[src/rtl/lane_score_tracker.sv]
// rtl/lane_score_tracker.sv - per-frame note judgement, score/combo/multiplier and game-over engine
//
// Judges NUM_LANES falling notes against the hit bar on each frame_tick and
// keeps the running score, combo, multiplier and miss count for the HUD.
//
// Ports:
//   clk, reset   system clock; synchronous active-high reset
//   frame_tick   one-clk pulse per video frame; all judgement happens here
//   note_valid   per-lane live-note flag
//   note_pos     packed note y positions, lane i at [i*POS_W +: POS_W]
//   hit_btn      debounced button levels, one per lane
//   score        accumulated score (saturating)
//   combo        consecutive-hit count (saturating)
//   multiplier   current score multiplier, 1..MAX_MULT
//   misses       late-miss count, saturating at MISS_LIMIT
//   hit_pulse    one-clk per-lane hit strobe
//   miss_pulse   one-clk strobe for any late-miss or bad press
//   game_over    high once MISS_LIMIT misses have been reached
module lane_score_tracker #(
  parameter int NUM_LANES  = 5,
  parameter int POS_W      = 10,
  parameter int HIT_Y      = 400,
  parameter int HIT_WIN    = 8,
  parameter int SCORE_W    = 13,
  parameter int COMBO_W    = 8,
  parameter int COMBO_STEP = 8,
  parameter int MAX_MULT   = 4,
  parameter int MISS_LIMIT = 5
) (
  input  logic                       clk,
  input  logic                       reset,
  input  logic                       frame_tick,
  input  logic [NUM_LANES-1:0]       note_valid,
  input  logic [NUM_LANES*POS_W-1:0] note_pos,
  input  logic [NUM_LANES-1:0]       hit_btn,
  output logic [SCORE_W-1:0]         score,
  output logic [COMBO_W-1:0]         combo,
  output logic [2:0]                 multiplier,
  output logic [3:0]                 misses,
  output logic [NUM_LANES-1:0]       hit_pulse,
  output logic                       miss_pulse,
  output logic                       game_over
);

  localparam int POS_MAX = (1 << POS_W) - 1;
  localparam int WIN_LO  = (HIT_Y > HIT_WIN) ? HIT_Y - HIT_WIN : 0;
  localparam int WIN_HI  = (HIT_Y + HIT_WIN > POS_MAX) ? POS_MAX : HIT_Y + HIT_WIN;
  localparam logic [POS_W-1:0] WIN_LO_P = POS_W'(WIN_LO);
  localparam logic [POS_W-1:0] WIN_HI_P = POS_W'(WIN_HI);
  localparam int CNT_W  = $clog2(NUM_LANES + 1);
  // Wide enough for score_max + NUM_LANES * 7 and combo_max + NUM_LANES.
  localparam int SUM_W  = SCORE_W + CNT_W + 3;
  localparam int CSUM_W = COMBO_W + CNT_W;

  typedef enum logic {PLAYING, GAME_OVER} state_t;

  state_t                 state_q, state_d;
  logic [SCORE_W-1:0]     score_q, score_d;
  logic [COMBO_W-1:0]     combo_q, combo_d;
  logic [2:0]             mult_q, mult_d;
  logic [3:0]             misses_q, misses_d;
  logic [NUM_LANES-1:0]   hit_pulse_q, hit_pulse_d;
  logic                   miss_pulse_q, miss_pulse_d;
  logic [NUM_LANES-1:0]   press_q, press_d;
  logic [NUM_LANES-1:0]   judged_q, judged_d;
  logic [NUM_LANES-1:0]   btn_prev_q;

  logic [NUM_LANES-1:0]   above, in_win, below;
  logic [NUM_LANES-1:0]   live, hit, late, rise;
  logic                   play_tick, bad;
  logic [CNT_W-1:0]       nh, nm;
  logic [SUM_W-1:0]       score_sum;
  logic [CSUM_W-1:0]      combo_sum;
  logic [7:0]             miss_sum;
  logic [31:0]            mult_quot;

  for (genvar g = 0; g < NUM_LANES; g++) begin : g_lane
    logic [POS_W-1:0] pos;
    assign pos       = note_pos[g*POS_W +: POS_W];
    assign above[g]  = pos < WIN_LO_P;
    assign in_win[g] = (pos >= WIN_LO_P) && (pos <= WIN_HI_P);
    assign below[g]  = pos > WIN_HI_P;
  end

  assign play_tick = frame_tick && (state_q == PLAYING);
  assign live      = note_valid & ~judged_q;
  assign hit       = {NUM_LANES{play_tick}} & live & press_q & in_win;
  assign late      = {NUM_LANES{play_tick}} & live & below;
  assign bad       = play_tick && (|(press_q & ~hit));
  assign rise      = hit_btn & ~btn_prev_q;

  // A judged note stays judged until its lane empties or a fresh note
  // appears above the window, so one note can never score twice.
  assign judged_d  = (judged_q & note_valid & ~above) | hit | late;

  always_comb begin
    nh = '0;
    nm = '0;
    for (int i = 0; i < NUM_LANES; i++) begin
      nh = nh + CNT_W'(hit[i]);
      nm = nm + CNT_W'(late[i]);
    end
  end

  always_comb begin
    state_d      = state_q;
    score_d      = score_q;
    combo_d      = combo_q;
    mult_d       = mult_q;
    misses_d     = misses_q;
    hit_pulse_d  = '0;
    miss_pulse_d = 1'b0;
    score_sum    = SUM_W'(score_q) + SUM_W'(nh) * SUM_W'(mult_q);
    combo_sum    = CSUM_W'(combo_q) + CSUM_W'(nh);
    miss_sum     = 8'(misses_q) + 8'(nm);
    mult_quot    = '0;
    if (play_tick) begin
      // Hits score at the multiplier that was in force before this frame.
      score_d = (score_sum > SUM_W'({SCORE_W{1'b1}})) ? '1 : score_sum[SCORE_W-1:0];
      if (nm != '0 || bad) begin
        combo_d = '0;
      end else begin
        combo_d = (combo_sum > CSUM_W'({COMBO_W{1'b1}})) ? '1 : combo_sum[COMBO_W-1:0];
      end
      mult_quot = 32'(combo_d) / 32'(COMBO_STEP) + 32'd1;
      mult_d    = (mult_quot > 32'(MAX_MULT)) ? 3'(MAX_MULT) : mult_quot[2:0];
      if (miss_sum >= 8'(MISS_LIMIT)) begin
        misses_d = 4'(MISS_LIMIT);
        state_d  = GAME_OVER;
      end else begin
        misses_d = miss_sum[3:0];
      end
      hit_pulse_d  = hit;
      miss_pulse_d = (nm != '0) || bad;
    end
  end

  // Presses are consumed by each frame_tick; an edge arriving on the tick
  // cycle itself carries into the next frame. Latches stay empty once over.
  always_comb begin
    press_d = press_q | rise;
    if (state_d == GAME_OVER) begin
      press_d = '0;
    end else if (frame_tick) begin
      press_d = rise;
    end
  end

  always_ff @(posedge clk) begin
    if (reset) begin
      state_q      <= PLAYING;
      score_q      <= '0;
      combo_q      <= '0;
      mult_q       <= 3'd1;
      misses_q     <= '0;
      hit_pulse_q  <= '0;
      miss_pulse_q <= 1'b0;
      press_q      <= '0;
      judged_q     <= '0;
      // Track the level so a button held through reset is not a new press.
      btn_prev_q   <= hit_btn;
    end else begin
      state_q      <= state_d;
      score_q      <= score_d;
      combo_q      <= combo_d;
      mult_q       <= mult_d;
      misses_q     <= misses_d;
      hit_pulse_q  <= hit_pulse_d;
      miss_pulse_q <= miss_pulse_d;
      press_q      <= press_d;
      judged_q     <= judged_d;
      btn_prev_q   <= hit_btn;
    end
  end

  assign score      = score_q;
  assign combo      = combo_q;
  assign multiplier = mult_q;
  assign misses     = misses_q;
  assign hit_pulse  = hit_pulse_q;
  assign miss_pulse = miss_pulse_q;
  assign game_over  = (state_q == GAME_OVER);

endmodule

[config.mk]
export PLATFORM = sky130hd
export DESIGN_NAME = lane_score_tracker
export DESIGN_NICKNAME = d
export VERILOG_FILES = /design/src/rtl/lane_score_tracker.sv
export SDC_FILE = /design/constraint.sdc
export NUM_CORES = 1
export LEC_CHECK = 0
export ABC_AREA = 0
export CAP_MARGIN = 20
export CORE_UTILIZATION = 50
export CTS_BUF_LIST = sky130_fd_sc_hd__clkbuf_4
export DETAILED_ROUTE_END_ITERATION = 8
export PLACE_DENSITY = 0.85
export SETUP_SLACK_MARGIN = 0.02
export SLEW_MARGIN = 20
export SYNTH_ARGS = -nofsm -noshare
export SYNTH_HDL_FRONTEND = slang
export SYNTH_SLANG_ARGS = --single-unit
[constraint.sdc]
create_clock -name clk -period 13.01 [get_ports clk]
set_input_delay 2.602 -clock clk [delete_from_list [all_inputs] [get_ports clk]]
set_output_delay 2.602 -clock clk [all_outputs]
set_load 0.1 [all_outputs]
* Word level (Yosys, flattened, before mapping) *
Index checks and enable logic that the tools add are counted.

storage, ports and cells
  logic and storage cells = 86
  bits in registers = 50
  output and inout bits = 35

cells by class
  multiplexer cells = 9
  add/subtract/negate cells = 12
  reductions and logical operators = 12
  bitwise operators = 18
  order comparisons = 24
  multiply operators = 1

operators by type and width
  cell                    number
  $ge A10 B9 Y1 const B   5
  $gt A10 B9 Y1 const B   5
  $le A10 B9 Y1 const B   5
  $lt A10 B9 Y1 const B   5
  $and A5 B5 Y5           9
  $mux W8                 3
  $not A5 Y5              4
  $or A5 B5 Y5            3
  $add A13 B6 Y14         1
  $gt A14 B13 Y1 const B  1
  $mux W13                1
  $add A3 B1 Y3           4
  $add A8 B3 Y9           1
  $gt A9 B8 Y1 const B    1
  $logic_and A1 B1 Y1     7
  $add A2 B1 Y3           2
  $add A5 B1 Y6 const B   1
  $gt A6 B3 Y1 const B    1
  $mul A3 B3 Y6           1
  $add A4 B3 Y5           1
  $ge A5 B3 Y1 const B    1
  $mux W5                 1
  $reduce_or A5 Y1        1
  $add A1 B1 Y2           2
  7 further kinds         10

* Longest topological paths before layout *
  word-level depth = 17
  gate-level depth with buffers = 21
  gate-level depth less buffers = 21

* Worst setup path after synthesis *
No wires, ideal clock.

  kind = input-to-reg
  start = input port frame_tick
  end = register score_q[9] (netlist: score[9])
  data arrival time = 7.166 ns
  buffers on the path = 0
  stages = 19
  library setup time = 0.128 ns
  slack = 5.716 ns
  cells stage by stage = nor4bb_1 nor4b_1 nand2_1 fa_1 fa_1 inv_1 nand2_1 fa_1 inv_1 fa_1 inv_1 fa_1 nor2b_1 o21ai_0 a21oi_1 o21a_1 nand4_1 mux2i_1 nor2_1

between the ends
  longest elaborated chain between the ends = 12

RTL lines
  item                         line  source
  from (decl)                  32    input logic frame_tick,
  $logic_and A1 B1 Y1 *        85    assign play_tick = frame_tick && (state_q == PLAYING);
  $and A5 B5 Y5 (3 in series)  87    assign hit = {NUM_LANES{play_tick}} & live & press_q & in_win;
  $add A1 B1 Y2                100   nh = nh + CNT_W'(hit[i]);
  $add A2 B1 Y3                100
  $add A3 B1 Y3 (2 in series)  100
  $mul A3 B3 Y6                113   score_sum = SUM_W'(score_q) + SUM_W'(nh) * SUM_W'(mult_q);
  $add A13 B6 Y14              113
  $gt A14 B13 Y1               119   score_d = (score_sum > SUM_W'({SCORE_W{1'b1}})) ? '1 : score_sum[SCORE_W-1:0];
  $mux W13                     119
  to (signal assigned)         164   score_q <= score_d;
  to (decl)                    58    logic [SCORE_W-1:0] score_q, score_d;

Mark *: on every way between the ends. The rest lies on a longest branch, timed or not.
A chain may end at the register's enable or synchronous reset.

* Worst setup path in the final report *
  start = input port frame_tick
  end = register score_q[10] (netlist: score[10])

Same word-level chain as after synthesis.

==> out/metrics.csv <==
stage,metric,value,unit
drt,initialDrtViolationCount,198,
timing,maxSlewHeadroom,32.40,%
drt,route.detailed.drc,0,
yosys,syn_inst,388,
worst_setup_path,cp_data_arrival_time,8.58,ns
timing,hold_viol_final,0,
floorplan,die-height,81.88,um
global_route,grt_pass1_wl,13.59,mm
drt,wl_per_cell,14.41,um
floorplan,rows,28,
clock_tree,ctsHoldBuffers,0,
worst_hold_path,min_path_type,register to register,
clock_tree,cts_sinks,50,
timing,clock.fmax,120.9,MHz
outcome,status,"finished, final reports clean",
floorplan,start_util,52.95,%
drt,drtPass1Iterations,4,
yosys,synth_area,0.003191,mm2
yosys,avgSynthCellArea,8.223,um2
layout,drive_gt1_share,3.313,%
yosys,yosys_most_used_dff,dfxtp_1,
yosys,yosysWarnings,0,
clock_tree,clock_path_buffers,2,
layout,fillers,518,
timing,fin_crit_sh,63.58,%
floorplan,fp.dieW,81.88,um
yosys,async_flop_share,0,%
drt,via_per_inst,5.713,
clock_tree,clk_pin_slew,0.15,ns
yosys,ys_seq_area_share,31.37,%
power_and_ir_drop,cellPowerDensity,84.59,mW/mm2
global_route,grt_max_degree,38,
clock_tree,cts_setup_buffers,0,
placed_design,place_congestion,0.8883,
yosys,synth-edff-count,0,
drt,routed_wl,8.039,mm
timing,drv_slew,0,
timing,setup_tns,0,ns
clock_tree,clockRootBuffer,clkbuf_4,
clock_tree,clock_latency,0.37,ns
global_route,grt_pass1_vias,3084,
power_and_ir_drop,finalPower,0.0003619,W
floorplan,io_pins,98,
drt,antenna_left,0,
layout,diodes,0,
clock_tree,cts_resized,0,
layout,areaGrowthSynthToFinish,34.08,%
placed_design,hpwl,6.282,mm
timing,rsz0062_at_grt,false,
placed_design,numPortBuffers,97,
run,drv_cap,0,
yosys,synth_seq_cells,50,
global_route,gr-total-overflow,0,
floorplan,fp.dieArea,0.006704,mm2
clock_tree,cts-buffers-inserted,5,
floorplan,core,0.006026,mm2
global_route,grt_use_total,26.16,%
clock_tree,cts_tree,yes,
global_route,antenna_found_initial,0,
worst_setup_path,cp_max_fo,24,
power_and_ir_drop,p_leak,1.683,nW
worst_setup_path,cp-end-kind,register,
worst_setup_path,crit_required,13.32,ns
yosys,syn_nets,481,
worst_setup_path,crit_type,input pin to register,
timing,worst_pin_slew,1.011,ns
power_and_ir_drop,peakVddDrop,0.00009431,V
timing,post-route-min-period,8.272,ns
layout,final_nets,576,
timing,setup_violations,0,
clock_tree,htree_levels,2,
worst_setup_path,cp-start-kind,input pin,
timing,skew,0.007417,ns
drt,vias,3188,
yosys,synth.distinct_cells,55,
[area by class of cell]
cell class                      count  area, um2  share of cell area [%]
Sequential cell                    50       1001                   23.40
Timing Repair Buffer               99      985.9                   23.05
Multi-Input combinational cell    298       2037                   47.62
Inverter                           29      108.9                   2.545
Clock inverter                      2      13.76                  0.3217
Tap cell                           75      93.84                   2.194
Clock buffer                        5      37.54                  0.8775
[routing by layer]
metal | up-vias | track usage [%] | wire length [um] | part of all wire [%]
met5 | - | 0 | 0 | 0
met4 | 0 | 7.895 | 144 | 1.8
met2 | 117 | 45.87 | 3938 | 49
met3 | 17 | 4.333 | 453 | 5.6
li1 | 1578 | - | - | -
met1 | 1476 | 32.54 | 3502 | 44
[kinds of logic (layout without fill, tap and decap cells)]
family / count (synthesis) / after routing / share of synthesized area [%]
simple gates: 165 / 165 / 27.02
buf+inv: 40 / 135 / 4.784
mux: 5 / 5 / 1.569
fa+ha+maj: 30 / 30 / 14.35
compound gates: 91 / 91 / 18.98
flops: 50 / 50 / 31.37
xor+xnor: 7 / 7 / 1.922
[placed cells by master, fill, tap and decap left out, types with 8 or more instances in the layout]
cell type and instances:
a31oi_1 9, nand2_1 34, dfxtp_1 50, clkdlybuf4s50_1 97, nand3_1 9, nor2_1 41
nor3_1 13, ha_1 19, nor4_1 8, nand2b_1 20, inv_1 29, a21oi_1 32
fa_1 11, o21ai_0 10
[per-stage QoR]
step	hold WS [ns]	setup slack [ns]	cell area (um2)	utilization [%]	cells
after floorplan	0.4551	5.716	3191	-	388
after global placement	0.4752	4.618	4227	70.14	551
after detailed placement	0.4778	4.358	4227	70.14	551
after CTS	0.4971	4.759	4278	70.99	558
after global routing	0.5211	4.365	4278	70.99	558
final	0.4903	4.738	4278	70.99	558
[report_power, final]
| part | switching (W) | internal [W] | total, W |
|---|---|---|---|
| clock | 0.0000524 | 0.0000206 | 0.0000731 |
| combinational | 0.0000757 | 0.0000465 | 0.000122 |
| sequential | 0.00000614 | 0.000160 | 0.000167 |
| total | 0.000134 | 0.000228 | 0.000362 |
[worst max-delay path, stage by stage]
cell             delay [ns]
clkdlybuf4s50_1        0.59
and2b_1                0.72
nand3b_1               0.21
nor4_1                 0.25
nand2_1                0.16
fa_1                   0.56
fa_1                   0.47
inv_1                  0.10
nand2_1                0.08
fa_1                   0.53
inv_1                  0.06
fa_1                   0.54
inv_1                  0.07
fa_1                   0.45
nor2b_1                0.12
o21ai_0                0.09
a21oi_1                0.28
o211ai_1               0.25
and3_1                 0.31
nor3_1                 0.11
[state kept, by name, summed over array words and instances, names as in the netlist]
name,cells
multiplier,3
combo,8
press_q,5
judged_q,5
misses,4
score,13
hit_pulse,5
miss_pulse,1
game_over,1
btn_prev_q,5
[worst paths after layout]
path | cells past startpoint | slack [ns] | start | endpoint
setup / recovery | 20 | 4.74 | frame_tick | score[10]
hold / removal | 2 | 0.49 | combo[0] | combo[0]
setup reg to reg | 19 | 7.14 | game_over | score[10]
hold reg to reg | 2 | 0.49 | combo[0] | combo[0]
[synthesized netlist by cell type (3+ instances only)]
cell	count	area [um2]
and2_1	4	25.02
buf_1	4	15.01
o21ai_0	10	50.05
nor2_1	41	153.9
ha_1	19	237.7
nor2b_1	6	37.54
dfxtp_1	50	1001
a21oi_1	32	160.2
a211o_1	3	26.28
nor3_1	13	65.06
xnor2_1	5	43.79
o21a_1	3	22.52
nand4_1	5	31.28
nor4_1	8	50.05
o211ai_1	5	37.54
fa_1	11	220.2
a31oi_1	9	56.30
o21ai_1	3	15.01
mux2i_1	5	50.05
nand3_1	9	45.04
nand2_1	34	127.6
nand2b_1	20	125.1
inv_1	29	108.9
clkbuf_1	5	18.77
a21o_1	6	45.04
nand3b_1	4	30.03
and3_1	4	25.02
Power figures use the tool's default switching activity.
